$ cat src/rtl/seq_match_window_counter.sv
// seq_match_window_counter
//
// Rate monitor for the serial sequence detector. Counts match pulses over
// back-to-back windows of WIN_LEN cycles and hands each completed window's
// count, plus a threshold flag, to the control/status logic through a
// one-entry valid/ready buffer.
//
// Ports:
//   clk          system clock, all logic on the rising edge
//   rst          synchronous active-high reset
//   en           level-sensitive enable for windowed counting
//   match_in     match pulse from the sequence detector (one count per high cycle)
//   cnt_out      count of the last completed window (CNT_W bits, saturating)
//   over_thresh  cnt_out >= THRESH, meaningful while cnt_valid is high
//   cnt_valid    buffer holds an unconsumed result
//   cnt_ready    consumer accepts the result when cnt_valid && cnt_ready
//   drop         one-cycle pulse: a completed result was discarded (buffer full)
//
// Timing: en sampled high at edge k starts a window; match_in is sampled at
// edges k+1..k+WIN_LEN and the result is visible after edge k+WIN_LEN.
// Every output comes straight from a flop.

module seq_match_window_counter #(
  parameter int WIN_LEN = 16,
  parameter int CNT_W   = 8,
  parameter int THRESH  = 3
) (
  input  logic             clk,
  input  logic             rst,
  input  logic             en,
  input  logic             match_in,
  output logic [CNT_W-1:0] cnt_out,
  output logic             over_thresh,
  output logic             cnt_valid,
  input  logic             cnt_ready,
  output logic             drop
);

  localparam int               W_W     = (WIN_LEN > 2) ? $clog2(WIN_LEN) : 1;
  localparam logic [W_W-1:0]   W_LAST  = W_W'(WIN_LEN - 1);
  localparam logic [CNT_W-1:0] CNT_MAX = {CNT_W{1'b1}};
  localparam logic [CNT_W-1:0] THR     = CNT_W'(THRESH);

  typedef enum logic {
    IDLE  = 1'b0,
    COUNT = 1'b1
  } state_t;

  state_t           state, state_nxt;
  logic [W_W-1:0]   w, w_nxt;
  logic [CNT_W-1:0] acc, acc_nxt;
  logic [CNT_W-1:0] win_count;
  logic             win_end;
  logic             consume;
  logic             load;
  logic             discard;

  // Saturating increment: once the accumulator is all ones it holds.
  function automatic logic [CNT_W-1:0] sat_inc(input logic [CNT_W-1:0] a,
                                               input logic             inc);
    if (inc && (a != CNT_MAX)) begin
      return a + CNT_W'(1);
    end
    return a;
  endfunction

  // Threshold compare for a freshly completed window.
  function automatic logic at_or_over(input logic [CNT_W-1:0] c);
    return (c >= THR);
  endfunction

  // Window sequencing: next state, window index and accumulator
  always_comb begin
    state_nxt = state;
    w_nxt     = w;
    acc_nxt   = acc;
    win_end   = 1'b0;
    // The final window count includes the match sampled on the closing edge.
    win_count = sat_inc(acc, match_in);

    unique case (state)
      IDLE: begin
        if (en) begin
          state_nxt = COUNT;
          w_nxt     = '0;
          acc_nxt   = '0;
        end
      end
      COUNT: begin
        if (w == W_LAST) begin
          // Window end: result is offered regardless of en; en only decides
          // whether the next window starts immediately (no gap cycle).
          win_end = 1'b1;
          w_nxt   = '0;
          acc_nxt = '0;
          if (!en) begin
            state_nxt = IDLE;
          end
        end else if (!en) begin
          // Abort mid-window: partial count is thrown away silently.
          state_nxt = IDLE;
          w_nxt     = '0;
          acc_nxt   = '0;
        end else begin
          w_nxt   = w + W_W'(1);
          acc_nxt = win_count;
        end
      end
      default: begin
        state_nxt = IDLE;
        w_nxt     = '0;
        acc_nxt   = '0;
      end
    endcase
  end

  assign consume = cnt_valid && cnt_ready;
  assign load    = win_end && (!cnt_valid || consume);
  assign discard = win_end && cnt_valid && !cnt_ready;

  always_ff @(posedge clk) begin
    if (rst) begin
      state <= IDLE;
      w     <= '0;
      acc   <= '0;
    end else begin
      state <= state_nxt;
      w     <= w_nxt;
      acc   <= acc_nxt;
    end
  end

  // Output buffer: one entry, independent of en
  always_ff @(posedge clk) begin
    if (rst) begin
      cnt_out     <= '0;
      over_thresh <= 1'b0;
      cnt_valid   <= 1'b0;
      drop        <= 1'b0;
    end else begin
      drop <= discard;
      if (load) begin
        cnt_out     <= win_count;
        over_thresh <= at_or_over(win_count);
        cnt_valid   <= 1'b1;
      end else if (consume) begin
        // Data holds its last value; it is don't-care while cnt_valid is low.
        cnt_valid <= 1'b0;
      end
    end
  end

endmodule

$ cat config.mk
export PLATFORM = sky130hd
export DESIGN_NAME = seq_match_window_counter
export DESIGN_NICKNAME = d
export VERILOG_FILES = /design/src/rtl/seq_match_window_counter.sv
export SDC_FILE = /design/constraint.sdc
export NUM_CORES = 1
export LEC_CHECK = 0
export ABC_AREA = 1
export ABC_CLOCK_PERIOD_IN_PS = 1800
export CORE_MARGIN = 2
export CORE_UTILIZATION = 45
export CTS_BUF_LIST = sky130_fd_sc_hd__clkbuf_4 sky130_fd_sc_hd__clkbuf_8
export DETAILED_ROUTE_END_ITERATION = 6
export PLACE_DENSITY = 0.67
export SLEW_MARGIN = 20
export SYNTH_ARGS = -nofsm -noshare
export SYNTH_HDL_FRONTEND = slang
export SYNTH_SLANG_ARGS = --single-unit
$ cat constraint.sdc
create_clock -name clk -period 1.8 [get_ports clk]
set_input_delay 0.54 -clock clk [delete_from_list [all_inputs] [get_ports clk]]
set_output_delay 0.54 -clock clk [all_outputs]
set_load 0.02 [all_outputs]
# Word-level counts from Yosys, hierarchy flattened
# Index checks and enable logic that the tools add are counted.
# W data, S select, Z words.
[op_classes]
muxes = 16
eq_ne = 3
n_reduce_logical = 9
n_div = 0
n_addsub = 2
shift = 0
n_lt_le_gt_ge = 1
bitwise_logic = 1
multipliers = 0
[ops]
columns = ["cell", "n"]
rows = [
  ["$mux W8", 5],
  ["$pmux W8 S2", 1],
  ["$mux W4", 3],
  ["$add A8 B1 Y8 const B", 1],
  ["$ge A8 B2 Y1 const B", 1],
  ["$ne A8 B8 Y1 const B", 1],
  ["$pmux W4 S2", 1],
  ["$mux W1", 6],
  ["$logic_and A1 B1 Y1", 5],
  ["$add A4 B1 Y4 const B", 1],
  ["$eq A4 B4 Y1 const B", 1],
  ["$logic_not A1 Y1", 2],
  ["$ne A2 B2 Y1 const B", 1],
  ["$reduce_bool A2 Y1", 1],
  ["$logic_or A1 B1 Y1", 1],
  ["$not A1 Y1", 1],
]
[totals]
latch_bits = 0
mem_bits_ro = 0
ramBits = 0
ff_bits = 24
out_inout_bits = 11
mem_count = 0

# Depth between registers and ports, before layout
[logic_depth]
ltp_word = 7
mapped_depth = 11
mapped_depth_nobuf = 11

# Worst setup path after synthesis
# No wires, ideal clock.
[synth_path]
kind = "register to register"
start = "register w[0]"
end = "register cnt_out[0]"
path_stages_with_launch = 10
synth_period_minus_slack_ns = 1.426
setup_time_ns = 0.115
slack_ns = 0.374
t_required_ns = 1.685
path_buffers = 1
arrival_ns = 1.311
path_cell_list = "dfxtp_1 > ha_1 > nand2_1 > nor2_1 > nand2_1 > nor2_4 > buf_6 > inv_1 > o21ai_0 > inv_1"
[synth_via]
elab_chain_len = 4
[synth_lines]
columns = ["item", "line", "rtl"]
rows = [
  ["from (decl)", "50", "logic [W_W-1:0] w, w_nxt;"],
  ["from (signal assigned)", "128", "w <= w_nxt;"],
  ["$eq A4 B4 Y1", "90", "if (w == W_LAST) begin"],
  ["$mux W1", "90", ""],
  ["$mux W1", "81", "unique case (state)"],
  ["$logic_and A1 B1 Y1", "118", "assign load = win_end && (!cnt_valid || consume);"],
  ["to (signal assigned)", "143", "cnt_out <= win_count;"],
  ["to (decl)", "32", "output logic [CNT_W-1:0] cnt_out,"],
]
# Every way passes these cells.
# A chain may end at the register's enable or synchronous reset.

# Worst setup path after layout
[layout_path]
start = "register w[0]"
end = "register cnt_out[4]"
# Same word-level chain as after synthesis.

==> impl_metrics.ini <==
[timing]
worst_pin_slew_ps = 249
finalHoldViolCount = 0
skew_ps = 3.93
rsz0062_at_grt = false
relSlewSlack_pct = 83.4
fmax_mhz = 634
setup_viol = 0
finalCritPeriodShare_pct = 87.7
min_period_ps = 1580
setup_slack_ps = 222
fin_setup_tns_ps = 0
drv_slew = 0

[power_and_ir_drop]
clkPwrFrac_pct = 28.5
comb_power_share_pct = 6.7
switchingPower_mw = 0.194
p_int_mw = 0.634
fin_total_pwr_mw = 0.828
p_sw_share_pct = 23.4
power_leakage_nw = 0.711
p_per_area_mw_per_mm2 = 572
pwr-share-seq_pct = 64.8
ir_drop_mv = 0.380

[detailed_routing]
routed_via_density = 5.12
ant_nets = 0
drt_pass1_iterations = 5
routed_wirelength_mm = 2.65
wl_per_cell_um = 11.6
drc = 0
num_vias = 1173
first_iter_violations = 45

[hold_path]
hold_class = register to register
min_to = w[3]
hold_start = w[3]
holdPathStages = 2

[clock_network]
cts_tree = yes
cts.sinks = 24
clk_pin_slew_ps = 130
cts_inserted_buffers = 3
holdBufCountCts = 0
clkLatencyLatePin_ps = 310
cts_root_buf = clkbuf_4
cts_buffer_depth = 2
htreeDepth = 1

[setup_path]
arrival_ps = 1800
required_ps = 2020
slowest_stage = dfxtp_1
r2r_end = cnt_out[4]
reg2regPathDepth = 9
crit_buf_inv = 2
cp-start-kind = register
path_cells = ha_1, nand2_1, nor2_1, nand2_1, nor2_4, buf_4, nand2_1, o211ai_1, inv_1
cp_slowest_stage_delay_ps = 410
critical_path_class = register to register
critical-path-top-delay-family = simple AND/OR/NAND/NOR gates
cpMostUsedCell = nand2_1
cp-end-kind = register
r2r_start = w[0]
cp_max_fo = 7
reg2reg_slack_ps = 220

[synth]
yosysUniqueCellTypes = 24
netlist_area_mm2 = 0.00123
avgSynthCellArea_um2 = 6.89
yosysSeqAreaShare_pct = 39.0
yosysWarnings = 0
netlist_instances = 179
synth_nets = 186
ys_ff_latch = 24

[global_routing]
grt_max_degree = 18
grt_pass1_vias = 979
grt_pass1_wl_mm = 4.26
track_usage_pct = 17.0
overflow = 0
antenna_found_initial = 0

[placement]
place_congestion = 0.808
postPlaceCellArea_mm2 = 0.00142
port_buffers = 15
dp_hpwl_mm = 1.88
pre_cts_ws_ps = -26.0

[floorplan]
die_w_um = 56.3
dieArea_mm2 = 0.00317
start_util_pct = 48.4
io_pins = 16
die_height_um = 56.3
rows = 18
coreArea_mm2 = 0.00254

[cells_and_area]
finalNetCount = 208
final_util_pct = 56.9
final_cell_mix = nand2_1, dfxtp_1, inv_1
areaGrowthSynthToFinish_pct = 17.6
final_area_mm2 = 0.00145
final_common_cell = nand2_1
drive_above_1_share_pct = 10.1
n_antenna_cell = 0

[flow_run]
maxCapViolCount = 0

[run_status]
status = completed
-- power by group through the flow --
| stage | registers [mW] | clock network, mW | logic [mW] |
|---|---|---|---|
| 2_1_floorplan | 0.548 | 0 | 0.0319 |
| 3_3_place_gp | 0.549 | 0 | 0.0538 |
| 3_5_place_dp | 0.549 | 0 | 0.0545 |
| 4_1_cts | 0.537 | 0.250 | 0.0548 |
| 5_1_grt | 0.538 | 0.268 | 0.0603 |
| 6_report | 0.537 | 0.236 | 0.0553 |
-- stage by stage --
| step | cells | hold slack (ps) |
|---|---|---|
| 2_1_floorplan | 179 | 463 |
| 3_3_place_gp | 224 | 478 |
| 3_5_place_dp | 224 | 484 |
| 4_1_cts | 227 | 507 |
| 5_1_grt | 229 | 529 |
| 6_report | 229 | 507 |
-- flip-flops by register name, indices dropped and copies added, names as in the netlist --
register	count
w	4
cnt_valid	1
over_thresh	1
cnt_out	8
drop	1
state	1
acc	8
-- worst min-delay path, stage by stage, from the launching register on --
cell and delay [ps]:
dfxtp_1 320, inv_1 70, a221oi_1 80
-- cell usage after synthesis --
cell | number | area (µm²)
a211oi_1 | 1 | 7.51
a21oi_1 | 12 | 60.1
a221oi_1 | 1 | 8.76
buf_6 | 1 | 11.3
clkbuf_1 | 3 | 11.3
clkbuf_8 | 1 | 13.8
clkinv_1 | 1 | 3.75
dfxtp_1 | 24 | 480
ha_1 | 2 | 25.0
inv_1 | 23 | 86.3
nand2_1 | 53 | 199
nand2_2 | 3 | 18.8
nand2_4 | 2 | 22.5
nand3_1 | 10 | 50.1
nand3_2 | 1 | 10.0
nand3b_1 | 2 | 15.0
nand4_1 | 5 | 31.3
nor2_1 | 17 | 63.8
nor2_2 | 2 | 12.5
nor2_4 | 2 | 22.5
nor3_1 | 1 | 5.00
o211ai_1 | 4 | 30.0
o21ai_0 | 7 | 35.0
xor2_1 | 1 | 8.76
-- area by class of cell --
class,count,area [µm²]
tap,30,37.5
inverter,24,90.1
clock buffer,3,22.5
fill,259,1100
timing repair buffer,22,193
multi-input combinational,126,626
sequential,24,480
-- routing by layer --
layer  vias to the layer above  global-route usage [%]  routed length (µm)
met1                       522                    23.3                1280
met5                         -                       0                   0
met4                         0                    7.14                  38
li1                        613                       -                   -
met3                         6                    3.00                 139
met2                        32                    26.4                1200
-- logic make-up (layout without fill, tap and decap cells) --
family / after synthesis / in the layout / share of synthesized area, %
AO/OA/AOI/OAI: 25 / 25 / 11.5
buffers and inverters: 29 / 49 / 10.3
adder cells (fa/ha/maj): 2 / 2 / 2.03
XOR/XNOR: 1 / 1 / 0.711
AND/OR/NAND/NOR: 98 / 98 / 36.5
flip-flops: 24 / 24 / 39.0
-- what timing repair did --
action	in CTS	in global routing
endpoints found under the setup margin	10	4
pin swaps	0	1
resized for setup	10	1
buffers inserted	0	2
-- worst max path at each step --
stage,startpoint,to,slack [ps],cells after the start
3_5_place_dp,cnt_ready,cnt_out[5],-30,6
2_1_floorplan,w[0],cnt_out[0],370,9
4_1_cts,drop,drop,2,1
6_report,w[0],cnt_out[4],220,9
5_1_grt,w[0],cnt_out[0],80,8
3_3_place_gp,cnt_ready,cnt_out[5],5,6
No activity file was read; power rests on OpenSTA's default activity.
